==> src/rtl/pipeline_ctrl_pkg.sv <==
// Shared constants for the pipeline controller: opcodes, ALU function codes,
// scoreboard geometry and the instruction decode table.
package pipeline_ctrl_pkg;

  localparam int SB_DEPTH = 4;
  localparam int REG_W    = 3;

  typedef enum logic [4:0] {
    OP_ADD  = 5'b00000,
    OP_SUB  = 5'b00001,
    OP_AND  = 5'b00010,
    OP_OR   = 5'b00011,
    OP_SLT  = 5'b00100,
    OP_ADDI = 5'b01000,
    OP_LW   = 5'b01001,
    OP_SW   = 5'b01010,
    OP_BEQ  = 5'b01011,
    OP_J    = 5'b10000,
    OP_NOP  = 5'b11111
  } opcode_e;

  typedef enum logic [2:0] {
    ALU_ADD = 3'b000,
    ALU_SUB = 3'b001,
    ALU_AND = 3'b010,
    ALU_OR  = 3'b011,
    ALU_SLT = 3'b100,
    ALU_BEQ = 3'b101
  } alufn_e;

  typedef struct packed {
    logic       nia;
    logic       reg_dst;
    logic       reg_write;
    logic       alu_src;
    logic       mem_write;
    logic       mem_read;
    logic       mem_to_reg;
    logic [2:0] alu_fn;
    logic       use_a;
    logic       use_b;
    logic       illegal;
  } decode_t;

  typedef struct packed {
    logic             valid;
    logic [REG_W-1:0] dest;
  } sb_entry_t;

  // Unknown opcodes decode to an all-zero NOP with the illegal flag raised.
  function automatic decode_t decode_op(input logic [4:0] op_fn);
    decode_t d;
    d = '0;
    case (op_fn)
      OP_ADD, OP_SUB, OP_AND, OP_OR, OP_SLT: begin
        d.reg_dst   = 1'b1;
        d.reg_write = 1'b1;
        d.alu_fn    = op_fn[2:0];
        d.use_a     = 1'b1;
        d.use_b     = 1'b1;
      end
      OP_ADDI: begin
        d.alu_src   = 1'b1;
        d.reg_write = 1'b1;
        d.alu_fn    = ALU_ADD;
        d.use_a     = 1'b1;
      end
      OP_LW: begin
        d.alu_src    = 1'b1;
        d.reg_write  = 1'b1;
        d.mem_read   = 1'b1;
        d.mem_to_reg = 1'b1;
        d.alu_fn     = ALU_ADD;
        d.use_a      = 1'b1;
      end
      OP_SW: begin
        d.alu_src   = 1'b1;
        d.mem_write = 1'b1;
        d.alu_fn    = ALU_ADD;
        d.use_a     = 1'b1;
        d.use_b     = 1'b1;
      end
      OP_BEQ: begin
        d.alu_fn = ALU_BEQ;
        d.use_a  = 1'b1;
        d.use_b  = 1'b1;
      end
      OP_J: begin
        d.nia = 1'b1;
      end
      OP_NOP: begin
        d = '0;
      end
      default: begin
        d.illegal = 1'b1;
      end
    endcase
    return d;
  endfunction

endpackage

==> src/rtl/pipeline_ctrl_if.sv <==
// Decoder-to-controller bundle: instruction fields in, stage-1 controls and
// hazard status out.
interface pipeline_ctrl_if;
  import pipeline_ctrl_pkg::*;

  logic [4:0]       OpFn;
  logic [REG_W-1:0] Ra;
  logic [REG_W-1:0] Rb;
  logic [REG_W-1:0] Rd;
  logic             alubeq;

  logic             NIA;
  logic             RegDst;
  logic             RegWrite;
  logic             ALUSrc;
  logic             MemWrite;
  logic             MemRead;
  logic             MemToReg;
  logic [2:0]       ALUFn;
  logic             stall;
  logic             illegal;
  logic [1:0]       busy_cnt;

  modport master (
    output OpFn, Ra, Rb, Rd, alubeq,
    input  NIA, RegDst, RegWrite, ALUSrc, MemWrite, MemRead, MemToReg,
    input  ALUFn, stall, illegal, busy_cnt
  );

  modport slave (
    input  OpFn, Ra, Rb, Rd, alubeq,
    output NIA, RegDst, RegWrite, ALUSrc, MemWrite, MemRead, MemToReg,
    output ALUFn, stall, illegal, busy_cnt
  );

endinterface

==> src/rtl/pipeline_ctrl_hazard_scoreboard.sv <==
// Destination scoreboard for stages 2-5 and the source comparators that flag
// read-after-write hazards against it.
module hazard_scoreboard
  import pipeline_ctrl_pkg::*;
(
  input  logic             clk,
  input  logic             rst,
  input  logic             load_valid,
  input  logic [REG_W-1:0] load_dest,
  input  logic [REG_W-1:0] src_a,
  input  logic             use_a,
  input  logic [REG_W-1:0] src_b,
  input  logic             use_b,
  output logic             hit
);

  sb_entry_t [SB_DEPTH-1:0] sb_r;

  // Shift every cycle; entry 0 takes the issued destination (invalid on bubble).
  always_ff @(posedge clk) begin
    if (rst) begin
      sb_r <= '0;
    end else begin
      sb_r[0].valid <= load_valid;
      sb_r[0].dest  <= load_dest;
      for (int i = 1; i < SB_DEPTH; i++) begin
        sb_r[i] <= sb_r[i-1];
      end
    end
  end

  // Register 0 is compared like any other register.
  always_comb begin
    hit = 1'b0;
    for (int i = 0; i < SB_DEPTH; i++) begin
      if (sb_r[i].valid && ((use_a && (sb_r[i].dest == src_a)) ||
                            (use_b && (sb_r[i].dest == src_b)))) begin
        hit = 1'b1;
      end else begin
        hit = hit;
      end
    end
  end

endmodule

==> src/rtl/pipeline_ctrl.sv <==
// Stage-1 controller: decodes the instruction, holds it on RAW hazards or
// during the two-bubble branch wait, and flags illegal opcodes.
module pipeline_ctrl
  import pipeline_ctrl_pkg::*;
(
  input  logic            clk,
  input  logic            rst,
  pipeline_ctrl_if.slave  bus
);

  decode_t          dec_s;
  decode_t          ctrl_s;
  logic [REG_W-1:0] dest_s;
  logic             raw_s;
  logic             stall_s;
  logic             issue_s;
  logic [1:0]       busy_r;
  logic             illegal_r;

  assign dec_s  = decode_op(bus.OpFn);
  assign dest_s = dec_s.reg_dst ? bus.Rd : bus.Rb;

  hazard_scoreboard u_scoreboard (
    .clk        (clk),
    .rst        (rst),
    .load_valid (issue_s & dec_s.reg_write),
    .load_dest  (dest_s),
    .src_a      (bus.Ra),
    .use_a      (dec_s.use_a),
    .src_b      (bus.Rb),
    .use_b      (dec_s.use_b),
    .hit        (raw_s)
  );

  // Branch wait outranks the RAW check; nothing stalls or issues during reset.
  always_comb begin
    stall_s = 1'b0;
    issue_s = 1'b0;
    if (rst) begin
      stall_s = 1'b0;
    end else if (busy_r != 2'd0) begin
      stall_s = 1'b1;
    end else if (raw_s) begin
      stall_s = 1'b1;
    end else begin
      issue_s = 1'b1;
    end
  end

  assign ctrl_s = issue_s ? dec_s : '0;

  // Branch-wait counter and sticky illegal-opcode flag.
  always_ff @(posedge clk) begin
    if (rst) begin
      busy_r    <= 2'd0;
      illegal_r <= 1'b0;
    end else begin
      if (busy_r != 2'd0) begin
        busy_r <= busy_r - 2'd1;
      end else if (issue_s && (bus.OpFn == OP_BEQ)) begin
        busy_r <= 2'd2;
      end else begin
        busy_r <= busy_r;
      end
      if (dec_s.illegal) begin
        illegal_r <= 1'b1;
      end else begin
        illegal_r <= illegal_r;
      end
    end
  end

  assign bus.NIA      = ctrl_s.nia;
  assign bus.RegDst   = ctrl_s.reg_dst;
  assign bus.RegWrite = ctrl_s.reg_write;
  assign bus.ALUSrc   = ctrl_s.alu_src;
  assign bus.MemWrite = ctrl_s.mem_write;
  assign bus.MemRead  = ctrl_s.mem_read;
  assign bus.MemToReg = ctrl_s.mem_to_reg;
  assign bus.ALUFn    = ctrl_s.alu_fn;
  assign bus.stall    = stall_s;
  assign bus.illegal  = illegal_r;
  assign bus.busy_cnt = busy_r;

endmodule

==> src/flat_wrapper.sv <==
// flat-port wrapper written by rule: the top's interface ports become plain ports
module pipeline_ctrl_flat import pipeline_ctrl_pkg::*;
  (clk, rst, bus_OpFn, bus_Ra, bus_Rb, bus_Rd, bus_alubeq, bus_NIA, bus_RegDst, bus_RegWrite, bus_ALUSrc, bus_MemWrite, bus_MemRead, bus_MemToReg, bus_ALUFn, bus_stall, bus_illegal, bus_busy_cnt);
  pipeline_ctrl_if bus_i ();
  input  logic clk;
  input  logic rst;
  input wire logic [$bits(bus_i.OpFn)-1:0] bus_OpFn;
  input wire logic [$bits(bus_i.Ra)-1:0] bus_Ra;
  input wire logic [$bits(bus_i.Rb)-1:0] bus_Rb;
  input wire logic [$bits(bus_i.Rd)-1:0] bus_Rd;
  input wire logic [$bits(bus_i.alubeq)-1:0] bus_alubeq;
  output wire logic [$bits(bus_i.NIA)-1:0] bus_NIA;
  output wire logic [$bits(bus_i.RegDst)-1:0] bus_RegDst;
  output wire logic [$bits(bus_i.RegWrite)-1:0] bus_RegWrite;
  output wire logic [$bits(bus_i.ALUSrc)-1:0] bus_ALUSrc;
  output wire logic [$bits(bus_i.MemWrite)-1:0] bus_MemWrite;
  output wire logic [$bits(bus_i.MemRead)-1:0] bus_MemRead;
  output wire logic [$bits(bus_i.MemToReg)-1:0] bus_MemToReg;
  output wire logic [$bits(bus_i.ALUFn)-1:0] bus_ALUFn;
  output wire logic [$bits(bus_i.stall)-1:0] bus_stall;
  output wire logic [$bits(bus_i.illegal)-1:0] bus_illegal;
  output wire logic [$bits(bus_i.busy_cnt)-1:0] bus_busy_cnt;
  assign bus_i.OpFn = bus_OpFn;
  assign bus_i.Ra = bus_Ra;
  assign bus_i.Rb = bus_Rb;
  assign bus_i.Rd = bus_Rd;
  assign bus_i.alubeq = bus_alubeq;
  assign bus_NIA = bus_i.NIA;
  assign bus_RegDst = bus_i.RegDst;
  assign bus_RegWrite = bus_i.RegWrite;
  assign bus_ALUSrc = bus_i.ALUSrc;
  assign bus_MemWrite = bus_i.MemWrite;
  assign bus_MemRead = bus_i.MemRead;
  assign bus_MemToReg = bus_i.MemToReg;
  assign bus_ALUFn = bus_i.ALUFn;
  assign bus_stall = bus_i.stall;
  assign bus_illegal = bus_i.illegal;
  assign bus_busy_cnt = bus_i.busy_cnt;
  pipeline_ctrl u_core (.clk(clk), .rst(rst), .bus(bus_i));
endmodule
==> config.mk <==
export PLATFORM = sky130hd
export DESIGN_NAME = pipeline_ctrl_flat
export DESIGN_NICKNAME = d
export VERILOG_FILES = /design/src/rtl/pipeline_ctrl_pkg.sv /design/src/rtl/pipeline_ctrl_if.sv /design/src/rtl/pipeline_ctrl_hazard_scoreboard.sv /design/src/rtl/pipeline_ctrl.sv /design/src/flat_wrapper.sv
export SDC_FILE = /design/constraint.sdc
export NUM_CORES = 1
export LEC_CHECK = 0
export ABC_AREA = 1
export CORE_ASPECT_RATIO = 1.2
export CORE_UTILIZATION = 48
export DETAILED_ROUTE_END_ITERATION = 10
export PLACE_DENSITY = 0.85
export SYNTH_ARGS = -nofsm -noshare
export SYNTH_HDL_FRONTEND = slang
export SYNTH_SLANG_ARGS = --single-unit
==> constraint.sdc <==
create_clock -name clk -period 2.8 [get_ports clk]
set_input_delay 0.84 -clock clk [delete_from_list [all_inputs] [get_ports clk]]
set_output_delay 0.84 -clock clk [all_outputs]
set_load 0.02 [all_outputs]
==> impl_metrics.env, run 1 <==
export IMPL_finalSetupViolCount=11
export IMPL_maxSlewViolCount=0
export IMPL_drt_iter0_markers=106
export IMPL_tightestPinTransition_ns=0.383
export IMPL_leakagePower_uw=0.000976
export IMPL_synth_seq_cells=19
export IMPL_drt_total_wl_um=5200
export IMPL_core_area_mm2=0.00235
export IMPL_dpl_cell_count=290
export IMPL_root_buffer="clkbuf_4"
export IMPL_maxCapViolCount=0
export IMPL_min_from="u_core.u_scoreboard.sb_r[11]"
export IMPL_insertion_delay_ns=0.33
export IMPL_first_pass_iters=5
export IMPL_fin_cells=304
export IMPL_final_common_cell="nand2_1"
export IMPL_clk_transition_reported_paths_ns=0.11
export IMPL_ys_warnings_count=0
export IMPL_grt_setup_unrepaired="true"
export IMPL_die_width_um=48.0
export IMPL_portBuffers=29
export IMPL_route_vias_total=1710
export IMPL_cts_sinks=19
export IMPL_initial_core_util=0.519
export IMPL_syn_area_mm2=0.00122
export IMPL_ir_drop_uv=413
export IMPL_arrival_ns=2.37
export IMPL_crit_path_max_fanout=5
export IMPL_clockBufferDepth=2
export IMPL_grt_pass1_wl_um=6710
export IMPL_drc=0
export IMPL_violations="setup timing"
export IMPL_critPathRequiredTime_ns=1.96
export IMPL_synth_fa_ha_area_frac=0.0205
export IMPL_nets=293
export IMPL_fin_skew_ns=0.0150
export IMPL_vias_per_cell=5.63
export IMPL_antenna_found_initial=0
export IMPL_r2r_cells=15
export IMPL_layout_min_cycle_time_ns=3.21
export IMPL_htree_num_levels=1
export IMPL_power_density_mw_per_mm2=464
export IMPL_cp_end_kind="output port"
export IMPL_hold_viol_final=0
export IMPL_hold_depth=2
export IMPL_syn_to_final_growth_pct=72.1
export IMPL_rr_startpoint="u_core.u_scoreboard.sb_r[0]"
export IMPL_period_share=1.15
export IMPL_synth_nets=220
export IMPL_synth_compound_gate_area_share=0.121
export IMPL_place_gp_congestion=0.852
export IMPL_ys_types=26
export IMPL_boundaryPins=31
export IMPL_hold_buffers=0
export IMPL_diodes=0
export IMPL_postPlaceCellArea_mm2=0.00181
export IMPL_yosys_area_share_simple=0.404
export IMPL_avgSynthCellArea_um2=6.08
export IMPL_synthXorXnorAreaFrac=0.0287
export IMPL_crit_path_start_kind="input pin"
export IMPL_synthCells=201
export IMPL_synth_seq_area_share=0.311
export IMPL_max_freq_ghz=0.312
export IMPL_rows=19
export IMPL_cts_made_buffers=3
export IMPL_grt_overflow_total=0
export IMPL_grt_max_degree=14
export IMPL_grt_pass1_vias=1545
export IMPL_rrSetupSlack_ns=0.83
export IMPL_synth_top_family_by_area="simple AND/OR/NAND/NOR gates"
export IMPL_r2r_end="u_core.bus.busy_cnt[1]"
export IMPL_outcome="finished with violations"
export IMPL_cts_tree="built"
export IMPL_gr_usage_all_layers=0.352
export IMPL_drive_gt1_frac=0.396
export IMPL_wl_per_cell_um=17.1
export IMPL_die_h_um=57.3
export IMPL_dpl_hpwl_um=2600
export IMPL_hp_class="flop to flop"
export IMPL_whs_endpoint="u_core.u_scoreboard.sb_r[15]"
export IMPL_ant_nets=0
export IMPL_synthMuxAreaShare=0
export IMPL_stdcell_area_mm2=0.00210
export IMPL_die_area_mm2=0.00275
export IMPL_final_cell_mix="nand2_1, buf_4, nor2_1, inv_1, dfxtp_1"
export IMPL_slew_headroom=0.744
export IMPL_path_class="input pin to output port"
export IMPL_worst_slack_ns=-0.409
sequential cells by signal, indices dropped and copies added (netlist names):
| register | count |
|---|---|
| u_core.bus.busy_cnt | 2 |
| u_core.bus.illegal | 1 |
| u_core.u_scoreboard.sb_r | 16 |
area by class of cell:
cell class | count | area, um2
inverter | 32 | 156
sequential | 19 | 380
clock buffer | 4 | 26.3
timing repair buffer | 71 | 642
multi-input combinational | 147 | 858
fill | 101 | 251
tap | 31 | 38.8
worst max-delay path by stage:
| stage | startpoint | endpoint | slack (ns) | cells after the start |
|---|---|---|---|---|
| 2_1_floorplan | bus_Ra[2] | bus_MemToReg | -0.09 | 10 |
| 3_5_place_dp | bus_Rb[0] | bus_MemWrite | -1.16 | 14 |
| 5_1_grt | bus_Ra[0] | bus_RegWrite | -0.49 | 13 |
| 3_3_place_gp | bus_Rb[0] | bus_MemWrite | -1.09 | 14 |
| 6_report | bus_Rb[0] | bus_RegWrite | -0.41 | 15 |
| 4_1_cts | bus_Rb[1] | bus_MemWrite | -0.23 | 14 |
cell usage after synthesis:
cell | instances | share of area
a21boi_0 | 1 | 0.0061
a21oi_1 | 13 | 0.053
a31oi_1 | 1 | 0.0051
buf_4 | 2 | 0.012
clkbuf_1 | 1 | 0.0031
clkinv_2 | 1 | 0.0041
dfxtp_1 | 19 | 0.31
ha_1 | 2 | 0.020
inv_1 | 30 | 0.092
inv_2 | 1 | 0.0031
nand2_1 | 60 | 0.18
nand2_2 | 1 | 0.0051
nand3_1 | 3 | 0.012
nand3_2 | 2 | 0.016
nand4_1 | 1 | 0.0051
nand4_2 | 1 | 0.010
nor2_1 | 42 | 0.13
nor2_2 | 1 | 0.0051
nor2_4 | 1 | 0.0092
nor3_2 | 2 | 0.016
nor4_2 | 1 | 0.010
o2111ai_1 | 1 | 0.0072
o211ai_1 | 4 | 0.025
o21ai_0 | 5 | 0.020
o21ai_1 | 1 | 0.0041
xnor2_1 | 4 | 0.029
power breakdown:
part | internal [uW] | switching [uW] | leakage, uW
registers | 293 | 19.3 | 0.000156
clock network | 56.0 | 100 | 0.0000150
logic | 233 | 274 | 0.000805
what timing repair did:
action	CTS	global route
pin swaps	13	14
setup buffers	6	5
cloned	1	0
setup endpoints to repair	11	11
resized for setup	147	28
stage by stage:
step	TNS (ns)	total power, uW	worst slack [ns]	hold slack [ns]	utilization
3_3_place_gp	-11.60	675	-1.09	0.439	0.768
5_1_grt	-4.74	1010	-0.487	0.492	0.893
4_1_cts	-1.77	892	-0.233	0.460	0.858
2_1_floorplan	-0.369	514	-0.0858	0.425	-
6_report	-3.97	975	-0.409	0.477	0.893
3_5_place_dp	-12.01	687	-1.16	0.439	0.768
routing by layer:
layer,track usage,wire length (um),up-vias
met3,0.0506,433,37
met2,0.618,2660,130
met5,0,0,-
met1,0.357,1760,773
li1,-,-,770
met4,0.238,349,0
cell families after synthesis:
group	after synthesis
simple gates	115
xor+xnor	4
flops	19
buf+inv	35
compound gates	26
fa+ha+maj	2
critical path, cell delays in order:
cell,delay [ns]
buf_12,0.11
clkinv_8,0.05
nand2_1,0.05
nand2_1,0.08
nor2_1,0.05
nand2_1,0.10
nand2_1,0.10
nor2_2,0.14
nor2_2,0.06
nor2_4,0.13
nand3_4,0.11
buf_4,0.16
buf_12,0.13
a21oi_2,0.10
buf_4,0.15
Power figures use the tool's default switching activity.
==> run 2: changes to the inputs <==
GPL_TIMING_DRIVEN = 0   (was not set)
clock period = 3 ns   (was 2.8 ns; I/O delays follow)
==> run 2 against run 1 <==
Effect of this change: the run still ends with setup timing left; combinational power is 25% lower; final area is 11% lower; via count fell by 18%; non-clock buffer count shrank 29; clock power decreased by 15%; final cell count is 9.2% lower.
==> impl_metrics.env, run 2 (same netlist as run 1, synthesis figures left out) <==
export IMPL_critPathMostFrequentCell="nor2_2"
export IMPL_largest_reg_flops=16
export IMPL_cp_slowest_cell="nor2_4"
export IMPL_r2r_cells=12
export IMPL_maxCapViolCount=0
export IMPL_crit_family="simple AND/OR/NAND/NOR gates"
export IMPL_gr_usage_all_layers=0.254
export IMPL_drt_total_wl_um=3550
export IMPL_htree_num_levels=1
export IMPL_grt_setup_unrepaired="true"
export IMPL_path_class="input pin to output port"
export IMPL_grt_pass1_wl_um=5040
export IMPL_die_h_um=57.3
export IMPL_total_power_uw=803
export IMPL_route_vias_total=1405
export IMPL_grt_pass1_vias=1266
export IMPL_die_area_mm2=0.00275
export IMPL_portBuffers=28
export IMPL_clk_transition_reported_paths_ns=0.12
export IMPL_crit_path_start_kind="input pin"
export IMPL_ant_nets=0
export IMPL_root_buffer="clkbuf_4"
export IMPL_vias_per_cell=5.09
export IMPL_cts_made_buffers=3
export IMPL_whs_endpoint="u_core.u_scoreboard.sb_r[7]"
export IMPL_syn_to_final_growth_pct=53.8
export IMPL_switching_power_uw=317
export IMPL_cp_cell_sequence="buf_12, inv_8, nand2_4, nand2_2, nor2_2, nand2_1, nand2_1, nor2_2, nor2_2, nor2_4, nand3_4, buf_6, nor2_4, buf_6"
export IMPL_grt_overflow_total=0
export IMPL_p_int_uw=486
export IMPL_critPathRequiredTime_ns=2.10
export IMPL_rrSetupSlack_ns=1.40
export IMPL_hold_viol_final=0
export IMPL_tightestPinTransition_ns=0.459
export IMPL_switching_share=0.395
export IMPL_cp_buffers_inverters=4
export IMPL_hold_depth=2
export IMPL_drive_gt1_frac=0.359
export IMPL_violations="setup timing"
export IMPL_dpl_hpwl_um=2170
export IMPL_power_density_mw_per_mm2=428
export IMPL_antenna_found_initial=0
export IMPL_dp_slack_ns=-1.18
export IMPL_diodes=0
export IMPL_period_share=1.05
export IMPL_rr_startpoint="u_core.u_scoreboard.sb_r[0]"
export IMPL_min_from="u_core.u_scoreboard.sb_r[3]"
export IMPL_insertion_delay_ns=0.30
export IMPL_max_freq_ghz=0.317
export IMPL_r2r_end="u_core.bus.busy_cnt[0]"
export IMPL_leakagePower_uw=0.000855
export IMPL_cts_tree="built"
export IMPL_p_seq_frac=0.360
export IMPL_worst_slack_ns=-0.152
export IMPL_cp_end_kind="output port"
export IMPL_power_frac_clock=0.166
export IMPL_boundaryPins=31
export IMPL_place_gp_congestion=0.868
export IMPL_outcome="finished with violations"
export IMPL_drc=0
export IMPL_cts_sinks=19
export IMPL_die_width_um=48.0
export IMPL_final_cell_mix="nand2_1, nor2_1, inv_1, dfxtp_1, buf_4"
export IMPL_grt_max_degree=12
export IMPL_fin_skew_ns=0.00782
export IMPL_ir_drop_uv=429
export IMPL_slew_headroom=0.694
export IMPL_core_area_mm2=0.00235
export IMPL_regMostFlops="u_core.u_scoreboard.sb_r"
export IMPL_max_stage_delay_ns=0.19
export IMPL_first_pass_iters=4
export IMPL_initial_core_util=0.519
export IMPL_finalSetupViolCount=11
export IMPL_rows=19
export IMPL_nets=265
export IMPL_final_common_cell="nand2_1"
export IMPL_clockBufferDepth=2
export IMPL_p_comb_frac=0.474
export IMPL_wl_per_cell_um=12.9
export IMPL_crit_path_max_fanout=6
export IMPL_layout_min_cycle_time_ns=3.15
export IMPL_arrival_ns=2.25
export IMPL_drt_iter0_markers=23
export IMPL_hp_class="flop to flop"
export IMPL_maxSlewViolCount=0
-- run 2: worst max path at each step --
stage,startpoint,end,slack [ns],depth (start not counted)
floorplan,bus_Ra[2],bus_MemWrite,-0.02,9
global placement,bus_Rb[0],bus_MemWrite,-1.15,13
detailed placement,bus_Rb[0],bus_MemToReg,-1.18,14
CTS,bus_Rb[0],bus_MemWrite,-0.21,13
global route,bus_OpFn[2],bus_MemToReg,-0.25,11
finish,bus_Rb[1],bus_ALUFn[0],-0.15,14
-- run 2: repair_timing --
| item | CTS | global route |
|---|---|---|
| gates cloned | 1 | 0 |
| hold buffers | 0 | 0 |
| buffers inserted | 6 | 5 |
| endpoints found under the setup margin | 11 | 11 |
| resized for setup | 134 | 51 |
| pin swaps | 17 | 26 |
-- run 2: tightest hold or removal path: stages, from the launching register on --
cell,delay (ns)
dfxtp_1,0.33
inv_1,0.07
nor2_1,0.04
-- run 2: power by group through the flow --
| stage | Combinational [uW] | Clock (uW) | Sequential [uW] |
|---|---|---|---|
| detailed placement | 277 | 0 | 292 |
| global route | 414 | 149 | 292 |
| global placement | 273 | 0 | 292 |
| floorplan | 170 | 0 | 306 |
| finish | 381 | 133 | 289 |
| CTS | 321 | 135 | 287 |
-- run 2: layer usage --
| layer | global-route usage | vias up | share of wire |
|---|---|---|---|
| li1 | - | 714 | - |
| met3 | 0.0158 | 10 | 0.037 |
| met5 | 0 | - | 0 |
| met4 | 0.131 | 0 | 0.024 |
| met1 | 0.283 | 630 | 0.40 |
| met2 | 0.452 | 51 | 0.54 |
-- run 2: final cells by class --
type,count,area [um2]
buffer,3,22.5
clock buffer,3,22.5
clock inverter,1,5.00
fill,154,475
inverter,32,156
multi-input combinational,148,885
sequential,19,380
tap,31,38.8
timing repair buffer,39,368
-- run 2: through the flow --
step / hold WS (ns) / std cells / area (um2) / utilization / setup TNS, ns
floorplan: 0.425 / 201 / 1230 / - / -0.0218
global placement: 0.435 / 260 / 1550 / 0.658 / -11.81
detailed placement: 0.438 / 260 / 1550 / 0.658 / -12.15
global route: 0.487 / 276 / 1880 / 0.798 / -2.10
finish: 0.466 / 276 / 1880 / 0.798 / -0.989
CTS: 0.454 / 271 / 1710 / 0.725 / -1.26
==> patch (config.mk and constraints of run 1) <==
Reset style: asynchronous (`rst`), changed in 2 clocked blocks.
--- a/src/rtl/pipeline_ctrl_hazard_scoreboard.sv
+++ b/src/rtl/pipeline_ctrl_hazard_scoreboard.sv
@@ -18,5 +18,5 @@
 
   // Shift every cycle; entry 0 takes the issued destination (invalid on bubble).
-  always_ff @(posedge clk) begin
+  always_ff @(posedge clk or posedge rst) begin
     if (rst) begin
       sb_r <= '0;
--- a/src/rtl/pipeline_ctrl.sv
+++ b/src/rtl/pipeline_ctrl.sv
@@ -51,5 +51,5 @@
 
   // Branch-wait counter and sticky illegal-opcode flag.
-  always_ff @(posedge clk) begin
+  always_ff @(posedge clk or posedge rst) begin
     if (rst) begin
       busy_r    <= 2'd0;
Check against the original RTL: differs if rst is asserted again (counterexample within 4 cycles, from zero or initial values and one cycle with rst high); with rst held inactive, the same outputs for 10 cycles.
==> patch against run 1 <==
  * The flow still finishes with violations (negative setup slack)
  * Count of clock-buffer cells in the layout unchanged
  * Sequential cell count unchanged
  * Worst setup slack better by 0.19 ns
  * Routed wire length down 18%
  * Fmax up 6.3%
  * Die area up 2.2%
  * Final area down 4.9%
  * Non-clock buffer count down 5
  * Area after synthesis up 2.3%
  * Synthesized cell count down 5.0%
  * Worst hold slack worse by 0.066 ns
  * Power down 4.5%
  * Critical path type unchanged
  * Critical endpoint is now bus_RegDst
==> patch: results <==
[critical_path]
reg2regPathDepth = 16
cp_max_fo = 8
arrival_ns = 2.18
cp_slowest_cell = "nand3_4"

[clock_network]
insertion_delay_ns = 0.29

[global_route]
grt_use_met1_pct = 28.79
gr-usage-all-layers_pct = 26.53

[logic_synthesis]
async_flop_share_pct = 100.0
yosys-top-cells-area = "dfrtp_1 38%, nand2_1 23%, inv_1 10%"
synth_commonest_cells = "75 x nand2_1, 34 x inv_1, 25 x nor2_1"
yosysSeqAreaShare_pct = 38.08

[placement]
dp_hpwl_um = 2376

[timing]
setup_viol = 11
timing.hold.ws_ns = 0.4103
worst_clock_skew_ns = 0.001125
worst_slew_pin_slew_ns = 0.2407
fin_tns_setup_ns = -1.833
setup_slack_ns = -0.2181

[detailed_routing]
drt_first_pass_iters = 4
dr_total_vias = 1539

[status]
status = "finished with violations"
violations = "negative setup slack"

[hold_path]
whs_path_depth = 0

[power]
ir_drop_mv = 0.5116
power.leakage_nw = 1.036
[patch: critical path, delay by kind of cell]
kind	cells	cell delay [ns]
AND/OR/NAND/NOR	5	0.56
AO/OA/AOI/OAI	1	0.16
buffers and inverters	6	0.60
[patch: how the worst max path moves through the flow]
stage	from	to	slack (ns)	cells past startpoint
final	bus_OpFn[2]	bus_RegDst	-0.22	12
after global routing	bus_Ra[0]	bus_ALUFn[2]	-0.28	13
after CTS	bus_Ra[2]	bus_ALUFn[0]	-0.16	15
after detailed placement	bus_Ra[0]	bus_ALUFn[0]	-1.06	14
after global placement	bus_Ra[0]	bus_ALUFn[0]	-1.05	14
after floorplan	bus_OpFn[2]	bus_ALUFn[0]	-0.11	10
[patch: logic make-up after synthesis]
kind of cell             share of synthesized area, %
AO/OA/AOI/OAI                                   8.116
adder cells (fa/ha/maj)                         2.004
buffers and inverters                           11.12
flip-flops                                      38.08
AND/OR/NAND/NOR                                 40.68
[patch: power breakdown]
part	total, mW	switching (mW)	internal (mW)
Combinational	0.452	0.255	0.197
Sequential	0.341	0.0335	0.307
Clock	0.138	0.0826	0.0553
[patch: cell type report]
class	count	area share (%)
clock buffers	4	1.314
flip-flops and latches	19	23.78
repair buffers	66	29.29
well taps	31	1.940
multi-input cells	136	35.98
inverters	35	7.697
[patch: what timing repair did]
action / in CTS / in global routing
setup endpoints to repair: 11 / 11
buffers inserted: 7 / 9
gates resized for setup: 129 / 42
hold endpoints to repair: 0 / 0
pin swaps: 23 / 29
[patch: per-layer routing]
| layer | part of all wire [%] | vias to the layer above | routed length [µm] |
|---|---|---|---|
| li1 | - | 730 | - |
| met1 | 37 | 710 | 1597 |
| met2 | 53 | 77 | 2261 |
| met3 | 4.9 | 22 | 209 |
| met4 | 4.9 | 0 | 208 |
| met5 | 0 | - | 0 |
[patch: metrics by stage]
stage	util (%)	setup WS [ns]	instance area, µm²	total power, mW
after global placement	73.11	-1.051	1738	0.6653
after global routing	84.11	-0.2755	1999	0.9787
after CTS	76.47	-0.1645	1818	0.8303
after floorplan	-	-0.1147	1251	0.5380
after detailed placement	73.11	-1.060	1738	0.6724
final	84.11	-0.2181	1999	0.9307
